**config.mk**
```make
export PLATFORM = sky130hd
export DESIGN_NAME = rr_arbiter4_flat
export DESIGN_NICKNAME = d
export VERILOG_FILES = /design/src/rtl/arb_pkg.sv /design/src/rtl/rr_arbiter4_if.sv /design/src/rtl/onehot_dec2to4.sv /design/src/rtl/rr_arbiter4.sv /design/src/flat_wrapper.sv
export SDC_FILE = /design/constraint.sdc
export NUM_CORES = 1
export LEC_CHECK = 0
export CORE_AREA = 10 10 47 49
export DETAILED_ROUTE_END_ITERATION = 12
export DIE_AREA = 0 0 57 59
export PLACE_DENSITY = 0.81
export SKIP_LAST_GASP = 1
export SLEW_MARGIN = 20
export SYNTH_ARGS = -nofsm -noshare
export SYNTH_HDL_FRONTEND = slang
export SYNTH_SLANG_ARGS = --single-unit
```
**constraint.sdc**
```tcl
create_clock -name clk -period 2.7 [get_ports clk]
set_input_delay 0.81 -clock clk [delete_from_list [all_inputs] [get_ports clk]]
set_output_delay 0.81 -clock clk [all_outputs]
set_load 0.03 [all_outputs]
```
**src/rtl/arb_pkg.sv**
```systemverilog
// arb_pkg: shared definitions for the rr_arbiter4 round-robin arbiter.
//   - arb_state_e : two-state controller encoding (IDLE / GRANT)
//   - ARB_NREQ    : number of requesters
//   - ARB_IDW     : width of a requester index
//   - ARB_LAST_RST: reset value of the rotating pointer, so requester 0
//                   has first priority after reset
//   - rr_pick     : round-robin winner search starting after the pointer
package arb_pkg;

  localparam int ARB_NREQ = 4;
  localparam int ARB_IDW  = 2;

  localparam logic [ARB_IDW-1:0] ARB_LAST_RST = 2'b11;

  typedef enum logic {
    IDLE  = 1'b0,
    GRANT = 1'b1
  } arb_state_e;

  // First set request bit scanning last+1, last+2, ... last+ARB_NREQ (mod
  // ARB_NREQ). The loop runs from the farthest offset down to the nearest so
  // the nearest set bit overwrites the others. Returns 'last' when req is 0.
  function automatic logic [ARB_IDW-1:0] rr_pick(
    input logic [ARB_NREQ-1:0] req,
    input logic [ARB_IDW-1:0]  last
  );
    logic [ARB_IDW-1:0] pick;
    logic [ARB_IDW-1:0] idx;
    pick = last;
    for (int k = ARB_NREQ; k >= 1; k--) begin
      idx = last + ARB_IDW'(k);
      if (req[idx]) begin
        pick = idx;
      end
    end
    return pick;
  endfunction

endpackage

```
**src/rtl/rr_arbiter4_if.sv**
```systemverilog
// rr_arbiter4_if: request/grant bundle between the requesting agents and the
// arbiter.
//   En      : arbitration enable (agents -> arbiter)
//   req     : request lines, one per requester (agents -> arbiter)
//   gnt     : one-hot grant or zero (arbiter -> agents)
//   gnt_id  : binary index of current / last owner (arbiter -> resource)
//   busy    : a grant is active (arbiter -> agents)
//   timeout : one-cycle pulse when a grant is forcibly revoked
// Modports: master = agent side, slave = arbiter side.
interface rr_arbiter4_if;
  import arb_pkg::*;

  logic                En;
  logic [ARB_NREQ-1:0] req;
  logic [ARB_NREQ-1:0] gnt;
  logic [ARB_IDW-1:0]  gnt_id;
  logic                busy;
  logic                timeout;

  modport master (
    output En,
    output req,
    input  gnt,
    input  gnt_id,
    input  busy,
    input  timeout
  );

  modport slave (
    input  En,
    input  req,
    output gnt,
    output gnt_id,
    output busy,
    output timeout
  );

endinterface

```
**src/rtl/onehot_dec2to4.sv**
```systemverilog
// onehot_dec2to4: combinational 2-to-4 one-hot decoder.
//   Din[1:0] : binary index
//   En       : decode enable; low forces Do to 4'b0000
//   Do[3:0]  : one-hot output
module onehot_dec2to4 (
  input  logic [1:0] Din,
  input  logic       En,
  output logic [3:0] Do
);

  for (genvar gi = 0; gi < 4; gi++) begin : g_dec
    assign Do[gi] = En && (Din == 2'(gi));
  end

endmodule

```
**src/rtl/rr_arbiter4.sv**
```systemverilog
// rr_arbiter4: four-way round-robin arbiter with registered one-hot grant.
//   clk  : clock, all registers update on the rising edge
//   rst  : synchronous active-high reset
//   bus  : rr_arbiter4_if.slave (En, req in; gnt, gnt_id, busy, timeout out)
// Parameter MAX_HOLD (2..255): grant cycles allowed per owner before the
// grant is revoked; only used when the macro ARB_TIMEOUT_EN is defined.
// Without ARB_TIMEOUT_EN there is no hold counter and timeout is tied 0.
module rr_arbiter4
  import arb_pkg::*;
#(
  parameter int MAX_HOLD = 16
) (
  input  logic         clk,
  input  logic         rst,
  rr_arbiter4_if.slave bus
);

  if ((MAX_HOLD < 2) || (MAX_HOLD > 255)) begin : g_bad_max_hold
    $error("rr_arbiter4: MAX_HOLD must be in 2..255");
  end

  arb_state_e          state_reg, state_next;
  logic [ARB_IDW-1:0]  last_id_reg, last_id_next;
  logic [ARB_IDW-1:0]  gnt_id_reg, gnt_id_next;
  logic                busy_reg, busy_next;
  logic [ARB_NREQ-1:0] gnt_reg;
  logic [ARB_NREQ-1:0] gnt_dec;

`ifdef ARB_TIMEOUT_EN
  // Counter holds (grant cycles elapsed - 1), so expiry is seen at the edge
  // that ends the MAX_HOLD-th grant cycle.
  localparam logic [7:0] HOLD_LAST = 8'(MAX_HOLD - 1);

  logic [7:0] hold_cnt_reg, hold_cnt_next;
  logic       timeout_reg, timeout_next;
`endif

  always_comb begin
    state_next   = state_reg;
    last_id_next = last_id_reg;
    gnt_id_next  = gnt_id_reg;
    busy_next    = busy_reg;
`ifdef ARB_TIMEOUT_EN
    hold_cnt_next = hold_cnt_reg;
    timeout_next  = 1'b0;
`endif
    case (state_reg)
      IDLE: begin
        if (bus.En && (|bus.req)) begin
          state_next   = GRANT;
          gnt_id_next  = rr_pick(bus.req, last_id_reg);
          last_id_next = gnt_id_next;
          busy_next    = 1'b1;
`ifdef ARB_TIMEOUT_EN
          hold_cnt_next = 8'd0;
`endif
        end
      end
      GRANT: begin
        // Release wins over expiry, so a coincident drop is a normal release.
        if (!bus.req[gnt_id_reg]) begin
          state_next = IDLE;
          busy_next  = 1'b0;
        end
`ifdef ARB_TIMEOUT_EN
        else if (hold_cnt_reg == HOLD_LAST) begin
          state_next   = IDLE;
          busy_next    = 1'b0;
          timeout_next = 1'b1;
        end else begin
          hold_cnt_next = hold_cnt_reg + 8'd1;
        end
`endif
      end
      default: begin
        state_next = IDLE;
        busy_next  = 1'b0;
      end
    endcase
  end

  // Decoding the next-state index lets gnt register in the same cycle as
  // gnt_id/busy, so gnt always equals decode(gnt_id) gated by busy.
  onehot_dec2to4 u_dec (
    .Din (gnt_id_next),
    .En  (busy_next),
    .Do  (gnt_dec)
  );

  always_ff @(posedge clk) begin
    if (rst) begin
      state_reg   <= IDLE;
      last_id_reg <= ARB_LAST_RST;
      gnt_id_reg  <= '0;
      busy_reg    <= 1'b0;
      gnt_reg     <= '0;
    end else begin
      state_reg   <= state_next;
      last_id_reg <= last_id_next;
      gnt_id_reg  <= gnt_id_next;
      busy_reg    <= busy_next;
      gnt_reg     <= gnt_dec;
    end
  end

`ifdef ARB_TIMEOUT_EN
  always_ff @(posedge clk) begin
    if (rst) begin
      hold_cnt_reg <= 8'd0;
      timeout_reg  <= 1'b0;
    end else begin
      hold_cnt_reg <= hold_cnt_next;
      timeout_reg  <= timeout_next;
    end
  end

  assign bus.timeout = timeout_reg;
`else
  assign bus.timeout = 1'b0;
`endif

  assign bus.gnt    = gnt_reg;
  assign bus.gnt_id = gnt_id_reg;
  assign bus.busy   = busy_reg;

endmodule
```
**src/flat_wrapper.sv**
```systemverilog
// flat-port wrapper written by rule: the top's interface ports become plain ports
module rr_arbiter4_flat import arb_pkg::*;
#(
  parameter int MAX_HOLD = 16
)
  (clk, rst, bus_En, bus_req, bus_gnt, bus_gnt_id, bus_busy, bus_timeout);
  rr_arbiter4_if bus_i ();
  input  logic clk;
  input  logic rst;
  input wire logic [$bits(bus_i.En)-1:0] bus_En;
  input wire logic [$bits(bus_i.req)-1:0] bus_req;
  output wire logic [$bits(bus_i.gnt)-1:0] bus_gnt;
  output wire logic [$bits(bus_i.gnt_id)-1:0] bus_gnt_id;
  output wire logic [$bits(bus_i.busy)-1:0] bus_busy;
  output wire logic [$bits(bus_i.timeout)-1:0] bus_timeout;
  assign bus_i.En = bus_En;
  assign bus_i.req = bus_req;
  assign bus_gnt = bus_i.gnt;
  assign bus_gnt_id = bus_i.gnt_id;
  assign bus_busy = bus_i.busy;
  assign bus_timeout = bus_i.timeout;
  rr_arbiter4 #(.MAX_HOLD(MAX_HOLD)) u_core (.clk(clk), .rst(rst), .bus(bus_i));
endmodule
```
==> results of run 1 <==
Yosys cell counts (all sizes together):
library cell	instances	share of area
nand2	4	0.027
nor3	1	0.0091
o21ai	1	0.0091
conb	1	0.0069
a21oi	6	0.055
a221oi	1	0.027
o22ai	1	0.011
clkbuf	1	0.0069
nor4	2	0.023
a2111o	1	0.021
nand2b	3	0.048
mux2i	1	0.018
or3	2	0.025
a211oi	1	0.014
nand3	1	0.0091
or3b	1	0.016
nor2b	1	0.011
or2	1	0.011
a221o	1	0.018
o21bai	1	0.014
and4b	1	0.018
a21boi	1	0.014
nand3b	1	0.014
dfxtp	10	0.37
and4bb	1	0.023
o31ai	2	0.027
inv	3	0.021
or2b	1	0.014
buf	3	0.043
clkinv	1	0.0069
o31a	1	0.016
mux4	1	0.048
nor2	1	0.0069
per-stage QoR:
step | hold slack, ns | util
floorplan | 0.443 | -
global placement | 0.468 | 0.499
detailed placement | 0.474 | 0.499
CTS | 0.482 | 0.515
global route | 0.511 | 0.515
finish | 0.479 | 0.515
power by group through the flow:
stage | registers, mW | clock network [mW] | logic [mW]
CTS | 0.173 | 0.0984 | 0.110
global route | 0.175 | 0.108 | 0.118
detailed placement | 0.176 | 0 | 0.109
finish | 0.173 | 0.0953 | 0.109
floorplan | 0.184 | 0 | 0.0610
global placement | 0.176 | 0 | 0.109
critical path, cell delays in order:
cell and delay (ns):
clkdlybuf4s50_1 0.57, nor4_1 0.09, or2_1 0.32, a2111o_1 0.51, a221oi_2 0.27
worst max-delay path by stage:
stage	startpoint	end	slack, ns	depth (start not counted)
after floorplan	bus_En	u_core.bus.gnt[0]	0.72	5
after global placement	bus_req[0]	u_core.bus.gnt[0]	0.1	5
after detailed placement	bus_req[0]	u_core.bus.gnt[2]	0.05	5
after CTS	bus_req[0]	u_core.bus.gnt[2]	0.31	5
after global routing	bus_req[0]	u_core.bus.gnt[3]	0.23	5
final	bus_req[0]	u_core.bus.gnt[2]	0.31	5
cell type report:
cell class | instances | area share
clock buffers | 3 | 0.0312
inverters | 4 | 0.0208
multi-input cells | 41 | 0.421
flip-flops and latches | 10 | 0.277
well taps | 16 | 0.0277
repair buffers | 17 | 0.222
layer usage:
layer | up-vias | global-route usage | wire, um
met2 | 10 | 0.116 | 575
met5 | - | 0 | 0
met1 | 218 | 0.0777 | 554
met3 | 0 | 0.0494 | 72
met4 | 0 | 0 | 0
li1 | 252 | - | -
kinds of logic after synthesis:
family,count (synthesis),synth area share
buffers and inverters,8,0.0778
DFF,10,0.366
and+or+nand+nor,21,0.256
AOI/OAI and AO/OA,17,0.227
muxes,2,0.0664
other,1,0.00686
==> impl_results.md, run 1 <==
- Cts hold-fix bufs: 0
- TritonCTS clock tree: yes
- Comb power frac: 0.290
- Reg2Reg Depth: 4
- Power after layout: 378 uW
- Clock skew: 0.00483 ns
- Status: finished clean
- DRC Markers: 0
- Final nets: 84
- GRT Total Usage: 0.0706
- Fmax: 418 MHz
- Die Wd: 57 um
- CTS sink cnt: 10
- Final period utilization: 0.885
- Hold Path Depth: 2
- Critical path data arrival time: 2.56 ns
- Routed WL per cell: 13.2 um
- Initial Utilization: 0.390
- Synthesized Nets: 66
- Switch share: 0.298
- Area grow syn2layout: 32.0%
- Post-CTS Setup Bufs: 0
- Syn_area_per_cell: 9.27 um^2
- N_diodes: 0
- Fin Setup TNS: 0 ns
- Largest net degree at the start of global routing: 11
- Grt total ovfl: 0
- CP max FO: 9
- H-tree level count: 1
- Gpl congestion: 0.840
- Pwr Density: 523 nW/um^2
- CP Capture Type: flip-flop
- Seq. cell area: 200 um^2
- R2R Path Start: u_core.state_reg
- Max FFs per register: 4
- Placed Instance Area: 699 um^2
- Flop2flop setup slack: 1.05 ns
- Internal: 265 uW
- DRT Wirelength: 1200 um
- FILL cells: 144
- Clk pin slew, worst setup/hold paths: 0.06 ns
- Synth warnings: 0
- Distinct cell type count after synthesis: 37
- Critical path launch point type: primary input
- Post-Syn Area: 547 um^2
- Port buffer count: 13
- Routed via count: 480
- Full die area: 3360 um^2
- Most frequent cells in the layout: clkdlybuf4s50_1, dfxtp_1, a21oi_1, nand2_1, buf_4
- Vias in the first global route: 464
- CTS Root Cell: clkbuf_4
- Crit path kind: in2reg
- Share of cells above drive strength 1: 0.133
- Flop pwr share: 0.458
- Clock power frac: 0.252
- DR iter-0 viols: 14
- Die H: 59 um
- Worst setup margin: 0.310 ns
- Mapped Cells: 59
- Clk Latency, worst-skew pair: 0.26 ns
- Post-CTS Resized: 0
- Min-Delay Path Class: reg2reg
- Multi-input gate area: 304 um^2
- NetSw: 113 uW
- Pre-CTS setup slack: 0.0473 ns
- Antenna violations before repair: 0
- Lkg Pwr: 0.284 nW
- Pre-Repair DR Iteration Count: 2
- Max-Cap Viols: 0
- Worst-case hold path end point: u_core.state_reg
- Core Region: 1400 um^2
- Final Hold Vio Count: 0
- Commonest non-fill, non-tap cell in the layout: clkdlybuf4s50_1
- HP Start: u_core.state_reg
- I/O pin cnt: 15
- RSZ-0062 raised after global routing: no
- Core Rows: 14
- Max Slew Vio Count: 0
- Fin cells: 91
- Required @ worst endpoint: 2.87 ns
- Final instance area: 722 um^2
- VDD IR-drop max: 448 uV
- Post-synthesis register bit count: 10
- Placed cell count: 88
- Post-DP HPWL: 965 um
- Endpoints failing setup: 0
- Post-layout minimum cycle time: 2.39 ns
- Share of the yosys chip area belonging to registers: 0.366
- Worst r2r dst: u_core.bus.gnt[2]
- First-pass GRT wire length: 1960 um
- Max Buffers Root-to-Sink: 2
- DR vias/cell: 5.27
- Antenna Nets Post-Route: 0
- TritonCTS Buffers: 3
No activity file was read; power rests on OpenSTA's default activity.
==> run 2, diff against run 1 <==
--- a/config.mk
+++ b/config.mk
@@ -8,7 +8,7 @@
 export CORE_AREA = 10 10 47 49
 export DETAILED_ROUTE_END_ITERATION = 12
 export DIE_AREA = 0 0 57 59
-export PLACE_DENSITY = 0.81
+export PLACE_DENSITY = 0.7
 export SKIP_LAST_GASP = 1
 export SLEW_MARGIN = 20
 export SYNTH_ARGS = -nofsm -noshare
==> run 2 against run 1 <==
- critical path depth is the same
- sequential share of layout area shrank 0.24 points
- hold slack gained 0.011 ns
- clock skew is essentially flat
- clock power grew 47%
- critical path type unchanged
- critical endpoint is now u_core.bus.gnt[0]
- largest cell class unchanged
==> impl_results.md, run 2 (synthesis gave the netlist of run 1 again) <==
- Antenna Nets Post-Route: 0
- TritonCTS clock tree: yes
- Max incr delay on CP: 0.56 ns
- Max Buffers Root-to-Sink: 2
- Critical path data arrival time: 2.52 ns
- Initial Utilization: 0.390
- CP bufs+invs: 1
- Most frequent cells in the layout: clkdlybuf4s50_1, dfxtp_1, a21oi_1, nand2_1
- Placed Instance Area: 692 um^2
- Max FFs per register: 4
- Max-Cap Viols: 0
- CP Capture Type: flip-flop
- Fin Setup TNS: 0 ns
- Power after layout: 419 uW
- Routed WL per cell: 13.9 um
- Endpoints failing setup: 0
- R2R Path Start: u_core.state_reg
- Routed via count: 520
- Share of cells above drive strength 1: 0.133
- DR vias/cell: 5.71
- Critical path's top delay family: simple AND/OR/NAND/NOR gates
- Post-CTS Resized: 0
- Fin cells: 91
- CTS Root Cell: clkbuf_4
- Final period utilization: 0.869
- VDD IR-drop max: 238 uV
- Fin Hold WS: 0.491 ns
- Gpl congestion: 0.879
- Post-CTS Setup Bufs: 0
- Reg2Reg Depth: 4
- Status: finished clean
- Antenna violations before repair: 0
- N_diodes: 0
- Required @ worst endpoint: 2.87 ns
- Core Rows: 14
- Full die area: 3360 um^2
- DR iter-0 viols: 15
- Area grow syn2layout: 33.2%
- Placed cell count: 87
- CTS sink cnt: 10
- Grt total ovfl: 0
- TritonCTS Buffers: 3
- Pwr Density: 575 nW/um^2
- RSZ-0062 raised after global routing: no
- Critical path launch point type: primary input
- Commonest non-fill, non-tap cell in the layout: clkdlybuf4s50_1
- Clock skew: 0.00493 ns
- Final nets: 83
- Die H: 59 um
- DRC Markers: 0
- Port buffer count: 13
- CP max FO: 9
- Clk Latency, worst-skew pair: 0.28 ns
- Final Hold Vio Count: 0
- Core Util, Final: 0.520
- Worst r2r dst: u_core.bus.gnt[0]
- Clk pin slew, worst setup/hold paths: 0.07 ns
- Final instance area: 728 um^2
- Worst setup margin: 0.352 ns
- H-tree level count: 1
- Die Wd: 57 um
- Max Slew Vio Count: 0
- Core Region: 1400 um^2
- Post-DP HPWL: 1000 um
- Vias in the first global route: 499
- Fmax: 426 MHz
- Pre-CTS setup slack: 0.0801 ns
- Post-layout minimum cycle time: 2.35 ns
- HP Start: u_core.state_reg
- Worst-case hold path end point: u_core.state_reg
- DRT Wirelength: 1260 um
- First-pass GRT wire length: 2080 um
- Pre-Repair DR Iteration Count: 4
- Min-Delay Path Class: reg2reg
- Cts hold-fix bufs: 0
- I/O pin cnt: 15
- GRT Total Usage: 0.0781
- Flop2flop setup slack: 1.05 ns
- Sequence of cells on the critical path: clkdlybuf4s50_1 > nor4_1 > or2_1 > a2111o_1 > and4b_1
- Lkg Pwr: 0.286 nW
- Largest net degree at the start of global routing: 11
- Crit-path slowest cell: clkdlybuf4s50_1
- Hold Path Depth: 2
- Crit path kind: in2reg
## run 2: cell count changes in the layout (fill, tap and decap cells not counted)
cell      change
buf_4         -1
clkbuf_8      +1
## run 2: worst max-delay path by stage
| stage | from | end | slack, ns | depth (start not counted) |
|---|---|---|---|---|
| 6_report | bus_req[2] | u_core.bus.gnt[0] | 0.35 | 5 |
| 5_1_grt | bus_req[3] | u_core.bus.gnt[0] | 0.24 | 5 |
| 4_1_cts | bus_req[3] | u_core.bus.gnt[0] | 0.36 | 5 |
| 3_5_place_dp | bus_req[2] | u_core.bus.gnt[0] | 0.08 | 5 |
| 3_3_place_gp | bus_req[2] | u_core.bus.gnt[2] | 0.09 | 5 |
| 2_1_floorplan | bus_En | u_core.bus.gnt[0] | 0.72 | 5 |
## run 2: power by group
part,switching (mW),internal [mW]
Sequential,0.0128,0.160
Combinational,0.0548,0.0513
Clock,0.0581,0.0821
## run 2: per-layer routing
layer,global-route usage,routed length (um),vias to the layer above
met2,0.122,623,21
met3,0.0343,103,5
li1,-,-,246
met4,0.0705,44,0
met1,0.0769,492,248
met5,0,0,-
## run 2: tightest hold or removal path, cell delays in order, from the launching register on
cell and delay, ns:
dfxtp_1 0.33, nand2_1 0.06, a21oi_1 0.06
## run 2: cell type report
class                      instances  area (um^2)
multi-input combinational         41          304
clock buffer                       4         36.3
sequential                        10          200
inverter                           4         15.0
fill                             141          673
tap                               16         20.0
timing repair buffer              16          153
==> run 3, diff against run 2 <==
--- a/config.mk
+++ b/config.mk
@@ -9,6 +9,7 @@
 export DETAILED_ROUTE_END_ITERATION = 12
 export DIE_AREA = 0 0 57 59
 export PLACE_DENSITY = 0.7
+export REMOVE_ABC_BUFFERS = 1
 export SKIP_LAST_GASP = 1
 export SLEW_MARGIN = 20
 export SYNTH_ARGS = -nofsm -noshare
==> run 3 against run 2 <==
- utilization is 0.54 points higher
- global-route usage is 0.20 points higher
- critical path depth stayed put
- sequential cell count stayed put
- sequential share of layout area is 0.28 points lower
- hold slack worse by 0.016 ns
- clock skew is 0.00093 ns lower
- sequential power hardly changed
- first-iteration DRC count is 20% higher
- fmax is 0.59% lower
- critical endpoint is now u_core.bus.gnt[1]
- largest cell class unchanged
==> impl_results.md, run 3 (synthesis gave the netlist of run 1 again) <==
- Core Region: 1400 um^2
- Clk pin slew, worst setup/hold paths: 0.07 ns
- Sequence of cells on the critical path: clkdlybuf4s50_1 > nor4_1 > or2_1 > a221o_1 > and4bb_1
- First-pass GRT wire length: 2220 um
- Reg2Reg Depth: 4
- Flop2flop setup slack: 1.03 ns
- DR iter-0 viols: 18
- Hold Path Depth: 2
- HP Start: u_core.state_reg
- Required @ worst endpoint: 2.86 ns
- Worst-case hold path end point: u_core.state_reg
- Core Util, Final: 0.525
- Post-layout minimum cycle time: 2.36 ns
- CP Capture Type: flip-flop
- Pre-CTS setup slack: 0.0877 ns
- Gpl congestion: 0.781
- Final nets: 84
- Largest net degree at the start of global routing: 11
- N_diodes: 0
- DR vias/cell: 5.46
- TritonCTS Buffers: 3
- H-tree level count: 1
- Max Slew Vio Count: 0
- Placed Instance Area: 699 um^2
- Placed cell count: 88
- Max incr delay on CP: 0.44 ns
- Internal: 294 uW
- Crit path kind: in2reg
- Antenna Nets Post-Route: 0
- Routed via count: 502
- Cts hold-fix bufs: 0
- Post-CTS Setup Bufs: 0
- Min-Delay Path Class: reg2reg
- Final Hold Vio Count: 0
- GRT Total Usage: 0.0802
- Critical path's top delay family: simple AND/OR/NAND/NOR gates
- Initial Utilization: 0.390
- Lkg Pwr: 0.291 nW
- DRT Wirelength: 1280 um
- Post-DP HPWL: 1030 um
- I/O pin cnt: 15
- Core Rows: 14
- Fin cells: 92
- Clock skew: 0.00400 ns
- Max-Cap Viols: 0
- Area grow syn2layout: 34.6%
- Antenna violations before repair: 0
- Final instance area: 736 um^2
- Die Wd: 57 um
- Status: finished clean
- Share of cells above drive strength 1: 0.145
- Die H: 59 um
- Clock power frac: 0.322
- Worst setup margin: 0.339 ns
- Final period utilization: 0.875
- Max FFs per register: 4
- Switch share: 0.290
- CP bufs+invs: 1
- Fin Setup TNS: 0 ns
- Worst r2r dst: u_core.bus.gnt[2]
- Vias in the first global route: 514
- TritonCTS clock tree: yes
- R2R Path Start: u_core.last_id_reg[1]
- Max Buffers Root-to-Sink: 2
- Critical path data arrival time: 2.52 ns
- CTS sink cnt: 10
- Endpoints failing setup: 0
- NetSw: 120 uW
- Flop pwr share: 0.418
- RSZ-0062 raised after global routing: no
- Comb power frac: 0.261
- DRC Markers: 0
- Fin Hold WS: 0.475 ns
- Grt total ovfl: 0
- Most frequent cells in the layout: clkdlybuf4s50_1, dfxtp_1, a21oi_1, nand2_1, buf_4
- Fmax: 423 MHz
- CTS Root Cell: clkbuf_4
- Post-CTS Resized: 0
- Pre-Repair DR Iteration Count: 4
- Crit-path slowest cell: clkdlybuf4s50_1
- Pwr Density: 563 nW/um^2
- Full die area: 3360 um^2
- CP max FO: 9
- Routed WL per cell: 13.9 um
- FILL cells: 144
- Clk Latency, worst-skew pair: 0.26 ns
- VDD IR-drop max: 215 uV
- Port buffer count: 13
- Commonest non-fill, non-tap cell in the layout: clkdlybuf4s50_1
- Critical path launch point type: primary input
- Power after layout: 414 uW
## run 3: cell count changes in the layout (fill, tap and decap cells not counted), sizes merged
cell and change:
buf +1
## run 3: power groups by stage
stage	clock network, mW	logic (mW)	registers, mW
floorplan	0	0.0497	0.189
CTS	0.134	0.109	0.173
finish	0.133	0.108	0.173
global placement	0	0.107	0.176
detailed placement	0	0.108	0.176
global route	0.138	0.118	0.175
## run 3: final cells by class
cell class | count | area [um^2] | area share
multi-input cells | 41 | 304 | 0.413
flip-flops and latches | 10 | 200 | 0.272
repair buffers | 17 | 160 | 0.218
clock buffers | 4 | 36.3 | 0.0493
well taps | 16 | 20.0 | 0.0272
inverters | 4 | 15.0 | 0.0204
## run 3: worst max path at each step
stage / start / slack [ns] / to / cells past startpoint
2_1_floorplan: bus_En / 0.75 / u_core.bus.gnt[0] / 4
3_3_place_gp: bus_En / 0.16 / u_core.bus.gnt[0] / 5
3_5_place_dp: bus_req[1] / 0.09 / u_core.bus.gnt[1] / 5
4_1_cts: bus_req[1] / 0.36 / u_core.bus.gnt[1] / 5
5_1_grt: bus_req[1] / 0.25 / u_core.bus.gnt[1] / 5
6_report: bus_req[1] / 0.34 / u_core.bus.gnt[1] / 5
## run 3: worst min-delay path: cells and delay by family, from the launching register on
kind / cells / cell delay (ns)
AND/OR/NAND/NOR: 1 / 0.06
flip-flops: 1 / 0.32
AO/OA/AOI/OAI: 1 / 0.05
## run 3: routing by layer
metal,vias to the layer above,part of all wire,track usage
li1,249,-,-
met1,231,0.41,0.0790
met2,18,0.47,0.133
met3,4,0.087,0.0279
met4,0,0.023,0.0671
met5,-,0,0
